===== src/rtl/alu_seq_pkg.sv =====
// Shared opcodes, FSM state type and counter sizing for the ALU sequencer.
package alu_seq_pkg;

  localparam logic [4:0] OpAnd  = 5'b01010;
  localparam logic [4:0] OpOr   = 5'b01011;
  localparam logic [4:0] OpAdd  = 5'b00011;
  localparam logic [4:0] OpSub  = 5'b00100;
  localparam logic [4:0] OpMul  = 5'b01111;
  localparam logic [4:0] OpDiv  = 5'b10000;
  localparam logic [4:0] OpShr  = 5'b00101;
  localparam logic [4:0] OpShra = 5'b00110;
  localparam logic [4:0] OpShl  = 5'b00111;
  localparam logic [4:0] OpRor  = 5'b01000;
  localparam logic [4:0] OpRol  = 5'b01001;
  localparam logic [4:0] OpNeg  = 5'b10001;
  localparam logic [4:0] OpNot  = 5'b10010;
  localparam logic [4:0] OpNop  = 5'b11010;

  typedef enum logic [1:0] {StIdle, StExec, StResp} state_e;

  // Wide enough to hold the largest settle count itself, not just count-1.
  function automatic int unsigned cnt_width(input int unsigned mul_cycles,
                                            input int unsigned div_cycles);
    int unsigned m;
    m = (mul_cycles > div_cycles) ? mul_cycles : div_cycles;
    return $clog2(m) + 1;
  endfunction

endpackage


===== src/rtl/alu_op_decode.sv =====
// Combinational opcode classifier: legality, settle cycles and divide detect.
module alu_op_decode
  import alu_seq_pkg::*;
#(
  parameter int unsigned MUL_CYCLES = 2,
  parameter int unsigned DIV_CYCLES = 4,
  parameter int unsigned CntW       = cnt_width(MUL_CYCLES, DIV_CYCLES)
) (
  input  logic [4:0]      op_i,
  input  logic            incpc_i,
  output logic            legal_o,
  output logic [CntW-1:0] cycles_o,
  output logic            is_div_o
);

  always_comb begin
    legal_o  = 1'b0;
    cycles_o = CntW'(1);
    is_div_o = 1'b0;
    if (incpc_i) begin
      // PC increment ignores the opcode entirely.
      legal_o = 1'b1;
    end else begin
      case (op_i)
        OpAnd, OpOr, OpAdd, OpSub, OpShr, OpShra, OpShl, OpRor, OpRol, OpNeg, OpNot,
        OpNop: legal_o = 1'b1;
        OpMul: begin
          legal_o  = 1'b1;
          cycles_o = CntW'(MUL_CYCLES);
        end
        OpDiv: begin
          legal_o  = 1'b1;
          cycles_o = CntW'(DIV_CYCLES);
          is_div_o = 1'b1;
        end
        default: legal_o = 1'b0;
      endcase
    end
  end

endmodule


===== src/rtl/alu_sequencer.sv =====
// Sequences one request at a time through the shared combinational ALU, holding
// its inputs for a per-opcode settle window, then returns the 64-bit result.
module alu_sequencer
  import alu_seq_pkg::*;
#(
  parameter int unsigned MUL_CYCLES = 2,
  parameter int unsigned DIV_CYCLES = 4
) (
  input  logic        clk,
  input  logic        clr,
  input  logic        req_valid,
  output logic        req_ready,
  input  logic [4:0]  req_op,
  input  logic [31:0] req_a,
  input  logic [31:0] req_b,
  input  logic        req_incpc,
  output logic [31:0] alu_A,
  output logic [31:0] alu_B,
  output logic [4:0]  alu_opcode,
  output logic        alu_IncPC,
  input  logic [63:0] alu_result,
  output logic        rsp_valid,
  input  logic        rsp_ready,
  output logic [31:0] rsp_hi,
  output logic [31:0] rsp_lo,
  output logic        rsp_err,
  output logic        rsp_dz,
  output logic        busy
);

  localparam int unsigned CntW = cnt_width(MUL_CYCLES, DIV_CYCLES);

  logic            dec_legal;
  logic [CntW-1:0] dec_cycles;
  logic            dec_is_div;

  alu_op_decode #(
    .MUL_CYCLES (MUL_CYCLES),
    .DIV_CYCLES (DIV_CYCLES),
    .CntW       (CntW)
  ) u_decode (
    .op_i     (req_op),
    .incpc_i  (req_incpc),
    .legal_o  (dec_legal),
    .cycles_o (dec_cycles),
    .is_div_o (dec_is_div)
  );

  state_e          state_q;
  logic [CntW-1:0] cnt_q;
  logic [31:0]     alu_a_q, alu_b_q;
  logic [4:0]      alu_op_q;
  logic            alu_incpc_q;
  logic            err_pend_q, dz_pend_q;
  logic [31:0]     rsp_hi_q, rsp_lo_q;
  logic            rsp_err_q, rsp_dz_q, rsp_valid_q;
  logic            req_ready_q, busy_q;

  always_ff @(posedge clk) begin
    if (clr) begin
      state_q     <= StIdle;
      cnt_q       <= '0;
      alu_a_q     <= '0;
      alu_b_q     <= '0;
      alu_op_q    <= OpNop;
      alu_incpc_q <= 1'b0;
      err_pend_q  <= 1'b0;
      dz_pend_q   <= 1'b0;
      rsp_hi_q    <= '0;
      rsp_lo_q    <= '0;
      rsp_err_q   <= 1'b0;
      rsp_dz_q    <= 1'b0;
      rsp_valid_q <= 1'b0;
      req_ready_q <= 1'b1;
      busy_q      <= 1'b0;
    end else begin
      unique case (state_q)
        StIdle: begin
          if (req_valid) begin
            state_q     <= StExec;
            req_ready_q <= 1'b0;
            busy_q      <= 1'b1;
            cnt_q       <= dec_cycles - CntW'(1);
            alu_a_q     <= req_a;
            alu_b_q     <= req_b;
            // Illegal ops and PC increments present a nop to the ALU.
            alu_op_q    <= (req_incpc || !dec_legal) ? OpNop : req_op;
            alu_incpc_q <= req_incpc;
            err_pend_q  <= !req_incpc && !dec_legal;
            dz_pend_q   <= dec_is_div && (req_b == '0);
          end
        end
        StExec: begin
          if (cnt_q == '0) begin
            state_q     <= StResp;
            rsp_valid_q <= 1'b1;
            rsp_hi_q    <= err_pend_q ? '0 : alu_result[63:32];
            rsp_lo_q    <= err_pend_q ? '0 : alu_result[31:0];
            rsp_err_q   <= err_pend_q;
            rsp_dz_q    <= dz_pend_q;
            alu_op_q    <= OpNop;
            alu_incpc_q <= 1'b0;
          end else begin
            cnt_q <= cnt_q - CntW'(1);
          end
        end
        StResp: begin
          if (rsp_ready) begin
            state_q     <= StIdle;
            rsp_valid_q <= 1'b0;
            req_ready_q <= 1'b1;
            busy_q      <= 1'b0;
          end
        end
        default: state_q <= StIdle;
      endcase
    end
  end

  assign req_ready  = req_ready_q;
  assign busy       = busy_q;
  assign alu_A      = alu_a_q;
  assign alu_B      = alu_b_q;
  assign alu_opcode = alu_op_q;
  assign alu_IncPC  = alu_incpc_q;
  assign rsp_valid  = rsp_valid_q;
  assign rsp_hi     = rsp_hi_q;
  assign rsp_lo     = rsp_lo_q;
  assign rsp_err    = rsp_err_q;
  assign rsp_dz     = rsp_dz_q;

endmodule


===== config.mk =====
export PLATFORM = sky130hd
export DESIGN_NAME = alu_sequencer
export DESIGN_NICKNAME = d
export VERILOG_FILES = /design/src/rtl/alu_seq_pkg.sv /design/src/rtl/alu_op_decode.sv /design/src/rtl/alu_sequencer.sv
export SDC_FILE = /design/constraint.sdc
export NUM_CORES = 1
export LEC_CHECK = 0
export CAP_MARGIN = 15
export CORE_MARGIN = 5
export CORE_UTILIZATION = 40
export CTS_CLUSTER_DIAMETER = 200
export DETAILED_ROUTE_END_ITERATION = 7
export HOLD_SLACK_MARGIN = 0.1
export PLACE_DENSITY = 0.89
export SLEW_MARGIN = 15
export SYNTH_ARGS = -nofsm -noshare
export SYNTH_HDL_FRONTEND = slang
export SYNTH_HIERARCHICAL = 1
export SYNTH_SLANG_ARGS = --single-unit

===== constraint.sdc =====
create_clock -name clk -period 2 [get_ports clk]
set_clock_uncertainty 0.05 [all_clocks]
set_input_delay 0.4 -clock clk [delete_from_list [all_inputs] [get_ports clk]]
set_output_delay 0.4 -clock clk [all_outputs]
set_load 0.01 [all_outputs]

* Yosys cells after proc, flatten, opt, wreduce, memory -nomap -nowiden
Index checks and enable logic that the tools add are counted.
Word-level totals: bits in registers 146, input port bits 138, output and inout bits 139, word-level logic and storage cells 86
Cells by class: muxes and demuxes 30, eq/ne operators 20, $add $sub $neg 2, reductions and logical operators 19
Operator list (count):
- 2-to-1 mux 32 bit | 2
- logical NOT 32 bit | 1
- == test 5 x 4 -> 1 bit, second input constant | 5
- == test 5 x 3 -> 1 bit, second input constant | 4
- == test 5 bit, second input constant | 4
- 2-to-1 mux 5 bit | 3
- AND reduction 3 bit | 5
- OR reduction 14 bit | 1
- case mux 3 bit (2 select lines) | 2
- 2-to-1 mux 1 bit | 11
- case mux 5 bit (2 select lines) | 1
- 2-to-1 mux 3 bit | 3
- != test 2 bit, second input constant | 4
- case mux 1 bit (2 select lines) | 4
- 2-to-1 mux 2 bit | 3
- case mux 2 bit (3 select lines) | 1
- nonzero test 2 bit | 3
- subtractor 3 x 1 -> 3 bit, second input constant | 2
- == test 5 x 2 -> 1 bit, second input constant | 1
- AND reduction 2 bit | 2
- logical NOT 3 bit | 1
- == test 2 x 1 -> 1 bit, second input constant | 1
- == test 2 bit, second input constant | 1
- logical AND 1 bit | 2
- other kinds (3) | 4

* Depth between registers and ports, before layout
depth in word-level cells 9, mapped depth 8, depth with buffers taken out 8

* By module
The synthesis kept the hierarchy.
Modules (own cells, without submodules):
- alu_sequencer | cells each 672, times used 1, seq. area each 2922.8 um^2, area an instance 5546.6 um^2
- alu_op_decode | cells each 14, times used 1, seq. area each 0.0 um^2, area an instance 82.6 um^2

* Worst setup path before layout
No wires, ideal clock.
path type input to register, start input req_op[2], end register dz_pend_q, arrival time 1.685 ns, setup time 0.084 ns, stages 7, required time 1.866 ns, path buffers 0, path slack 0.180 ns, path through nor3b_2 -> nand2_1 -> nor2_1 -> nor4b_1 -> nand4_1 -> or4_1 -> o31ai_2
Between the ends: word-level cells in the longest chain between the ends 4
Ends and longest elaborated chain:
- start, declared | line alu_sequencer.sv:13 | input logic [4:0] req_op,
- == test 5 bit | line alu_op_decode.sv:24 | case (op_i)
- 2-to-1 mux 1 bit | line alu_op_decode.sv:24
- 2-to-1 mux 1 bit | line alu_op_decode.sv:20 | if (incpc_i) begin
- via dec_is_div | line alu_sequencer.sv:35 | logic dec_is_div;
- logical AND 1 bit | line alu_sequencer.sv:90 | dz_pend_q <= dec_is_div && (req_b == '0);
- end signal, assigned | line alu_sequencer.sv:90
- end, declared | line alu_sequencer.sv:54 | logic err_pend_q, dz_pend_q;
The timed path passes the listed nets, and every way through them passes these cells. A chain may end at the register's enable or synchronous reset.

* Worst setup path in the final report
start input req_op[3], end register dz_pend_q
The elaborated chain is that of the path after synthesis.

==> results.sh <==
export IMPL_status="complete, no violations"
export IMPL_cts_tree="yes"
export IMPL_finalWeightedCongestion=0.807
export IMPL_min_period_over_period_pct=94.6
export IMPL_die_area_um2=16500
export IMPL_leakage_component_of_the_power_uw=0.00334
export IMPL_cp_num_buf_inv=1
export IMPL_routed_wl_met3_um=2010
export IMPL_ff2ff_path_depth=6
export IMPL_crit_path_start="req_op[3]"
export IMPL_total_negative_slack_for_setup_checks_ns=0
export IMPL_grt_antenna_before_repair=1
export IMPL_path_cells="clkdlybuf4s50_1, nor2_2, nand2_1, nor2_1, nor4b_4, nand4_1, or4_4, o31ai_4"
export IMPL_timing_critical_path_slowest_stage_cell="or4_4"
export IMPL_max_cap_violations=0
export IMPL_drt_vias_per_instance=5.04
export IMPL_synth_top_family_by_area="simple AND/OR/NAND/NOR gates"
export IMPL_cp_endpoint="dz_pend_q$_SDFFE_PP0P_"
export IMPL_synthDistinctLibCells=37
export IMPL_synth_edff_count=0
export IMPL_finalHoldViolCount=0
export IMPL_kind_of_critical_path="in -> reg"
export IMPL_routedLengthMet1_um=6760
export IMPL_yosysMostFrequentCell="nand2_1"
export IMPL_synth_largest_area_cell="dfxtp_1"
export IMPL_critical_path_max_stage_delay_ns=0.44
export IMPL_cpLargestDelayFamily="simple AND/OR/NAND/NOR gates"
export IMPL_gr_usage_all_layers_pct=20.8
export IMPL_slew_headroom_pct=58.3
export IMPL_worst_skew_pair_late_latency_ns=0.41
export IMPL_synth_cells_most_frequent="204 x nand2_1, 146 x dfxtp_1, 141 x a21oi_1, 68 x nand3b_1, 38 x clkbuf_1"
export IMPL_mean_syn_cell_area_um2=8.21
export IMPL_layout_min_cycle_time_ns=1.89
export IMPL_worst_ir_drop_vdd_mv=0.501
export IMPL_yosys_most_used_dff="dfxtp_1"
export IMPL_synthTopCellsByArea="dfxtp_1 52%, nand2_1 14%, a21oi_1 13%"
export IMPL_fmax_mhz=529
export IMPL_layout_drive_gt1_share_pct=7.55
export IMPL_worst_pin_slew_ns=0.625
export IMPL_cts_sinks=146
export IMPL_drc=0
export IMPL_num_vias=5776
export IMPL_final_hpwl_dp_um=12700
export IMPL_post_synthesis_adder_cell_area_fraction_pct=0.222
export IMPL_timing_critical_path_to_type="flip-flop"
export IMPL_post_layout_nonfiller_instances=1147
export IMPL_grt_start_max_net_pins=147
export IMPL_top_level_ports=277
export IMPL_post_synth_instance_area_um2=5630
export IMPL_synth_largest_type_area_fraction_pct=51.9
export IMPL_cts_buffers_inserted=17
export IMPL_antenna_left=0
export IMPL_fp_dieH_um=129
export IMPL_placed_inst_area_um2=8670
export IMPL_final_net_count=1093
export IMPL_synth_yosys_seq_area_share_pct=51.9
export IMPL_grt_first_pass_wirelength_um=27400
export IMPL_yosys_register_bits=146
export IMPL_cellPowerDensity_nw_per_um2=939
export IMPL_post_route_cell_area_um2=9340
export IMPL_first_global_vias=5533
export IMPL_setup_viol=0
export IMPL_setup_slack_on_the_worst_flop_to_flop_path_ns=0.20
export IMPL_grt_remaining_overflow=0
export IMPL_post_synth_inst_count=686
export IMPL_number_of_pins_exceeding_their_max_slew_limit_in_the_final_report=0
export IMPL_avgRoutedWirePerCell_um=15.5
export IMPL_whs_ns=0.393
export IMPL_synthMuxAreaShare_pct=0.533
export IMPL_drt_pass1_iterations=4
export IMPL_port_buffers=276
export IMPL_timing_critical_path_arrival_ns=2.17
export IMPL_reg2reg_from="state_q[1]$_SDFFE_PP0P_"
export IMPL_start_util_pct=40.7
export IMPL_num_rows=43
export IMPL_area_of_the_core_um2=13800
export IMPL_timing_critical_path_fanout_max=2
export IMPL_rsz0062_at_grt="no"
export IMPL_n_antenna_cell=0
export IMPL_wl_met2_um=8520
export IMPL_worstSetupStartpointType="input port"
export IMPL_reg_to_reg_endpoint="cnt_q[2]$_SDFFE_PP0P_"
export IMPL_synthArstFlopShare_pct=0
export IMPL_synth_compound_area_share_pct=14.9
export IMPL_routed_top_layer="met5"
export IMPL_clock_root_buffer="clkbuf_16"
export IMPL_die_width_um=129
export IMPL_worst_path_stages=8
export IMPL_fillCellCount=1057
export IMPL_synthesis_nets=825
export IMPL_max_clock_path_buffers=2
export IMPL_synthesis_yosys_warnings=6
export IMPL_routed_wirelength_um=17800
export IMPL_clock_tree_htree_level_count=4
export IMPL_drt_iter0_markers=214
export IMPL_crit_required_ns=2.28
export IMPL_synthSimpleGateAreaFrac_pct=27.9
export IMPL_min_path_type="in -> reg"
export IMPL_clkTransAtPathRegs_ns=0.06
export IMPL_yosys_area_share_xor_xnor_pct=0
export IMPL_flow_area_growth_from_synthesis_pct=66.0
export IMPL_dp_cells=1114
-- worst reg2reg max path, stage by stage, from the launching register on --
cell and delay (ns):
dfxtp_1 0.53, nand2b_1 0.28, mux2i_1 0.13, ha_2 0.20, nor4bb_1 0.28, o21bai_1 0.11, a31oi_1 0.15
-- kinds of logic after synthesis --
kind of cell | after synthesis
buf+inv | 56
compound gates | 159
fa+ha+maj | 1
mux | 3
simple gates | 321
flops | 146
-- state kept, by name (all words and copies together), names as in the netlist, 2 cells and up --
signal	cells
alu_A	32
alu_B	32
alu_opcode	5
cnt_q	3
rsp_hi	32
rsp_lo	32
state_q	2
-- placed cells by master, fill, tap and decap left out, types with 3 or more instances in the layout --
| master | count |
|---|---|
| clkbuf_16 | 17 |
| nor3_1 | 7 |
| o21bai_1 | 5 |
| nor2_1 | 11 |
| buf_4 | 22 |
| nor2b_1 | 6 |
| nand2_1 | 203 |
| nor4_1 | 6 |
| bufinv_16 | 4 |
| nand3b_1 | 68 |
| clkdlybuf4s50_1 | 272 |
| clkinvlp_4 | 5 |
| buf_12 | 7 |
| o21ai_0 | 4 |
| dlymetal6s2s_1 | 3 |
| a21oi_1 | 141 |
| dfxtp_1 | 146 |
-- repair_timing --
action | 4_1_cts | 5_1_grt
pin swaps | 3 | 6
hold buffers | 0 | 0
setup buffers | 0 | 1
resized for setup | 4 | 8
endpoints found under the setup margin | 2 | 3
-- layout make-up --
| cell class | instances | area, um2 | area share (%) |
|---|---|---|---|
| clock buffer | 19 | 433 | 4.63 |
| clock inverter | 13 | 185 | 1.98 |
| inverter | 1 | 3.75 | 0.0402 |
| multi-input combinational | 484 | 2510 | 26.8 |
| sequential | 146 | 2920 | 31.3 |
| tap | 180 | 225 | 2.41 |
| timing repair buffer | 304 | 3070 | 32.8 |
-- stage by stage --
step | util [%] | total power [uW] | worst slack [ns]
finish | 67.6 | 8770 | 0.108
floorplan | - | 4350 | 0.180
detailed placement | 62.7 | 5510 | -0.560
CTS | 67.3 | 8860 | 0.0245
global route | 67.6 | 9200 | 0.0109
global placement | 62.7 | 5470 | -0.507
-- per-layer routing --
layer / GRT usage [%] / up-vias
met4: 8.40 / 2
li1: - / 2850
met5: 0 / -
met1: 22.5 / 2656
met2: 34.9 / 233
met3: 10.1 / 35
-- where the power goes --
| part | switching (uW) | internal [uW] | total, uW |
|---|---|---|---|
| logic | 994 | 1100 | 2100 |
| clock network | 1230 | 2090 | 3320 |
| registers | 158 | 3200 | 3360 |
-- worst min path at each step --
stage,start,end,slack (ns),cells past startpoint
finish,clr,dz_pend_q$_SDFFE_PP0P_,0.39,5
global route,clr,dz_pend_q$_SDFFE_PP0P_,0.38,5
CTS,clr,dz_pend_q$_SDFFE_PP0P_,0.34,5
detailed placement,rsp_hi[29]$_SDFFE_PP0P_,rsp_hi[29]$_SDFFE_PP0P_,0.39,2
global placement,rsp_hi[10]$_SDFFE_PP0P_,rsp_hi[10]$_SDFFE_PP0P_,0.39,2
floorplan,dz_pend_q$_SDFFE_PP0P_,rsp_dz$_SDFFE_PP0P_,0.38,2
Power figures use the tool's default switching activity.
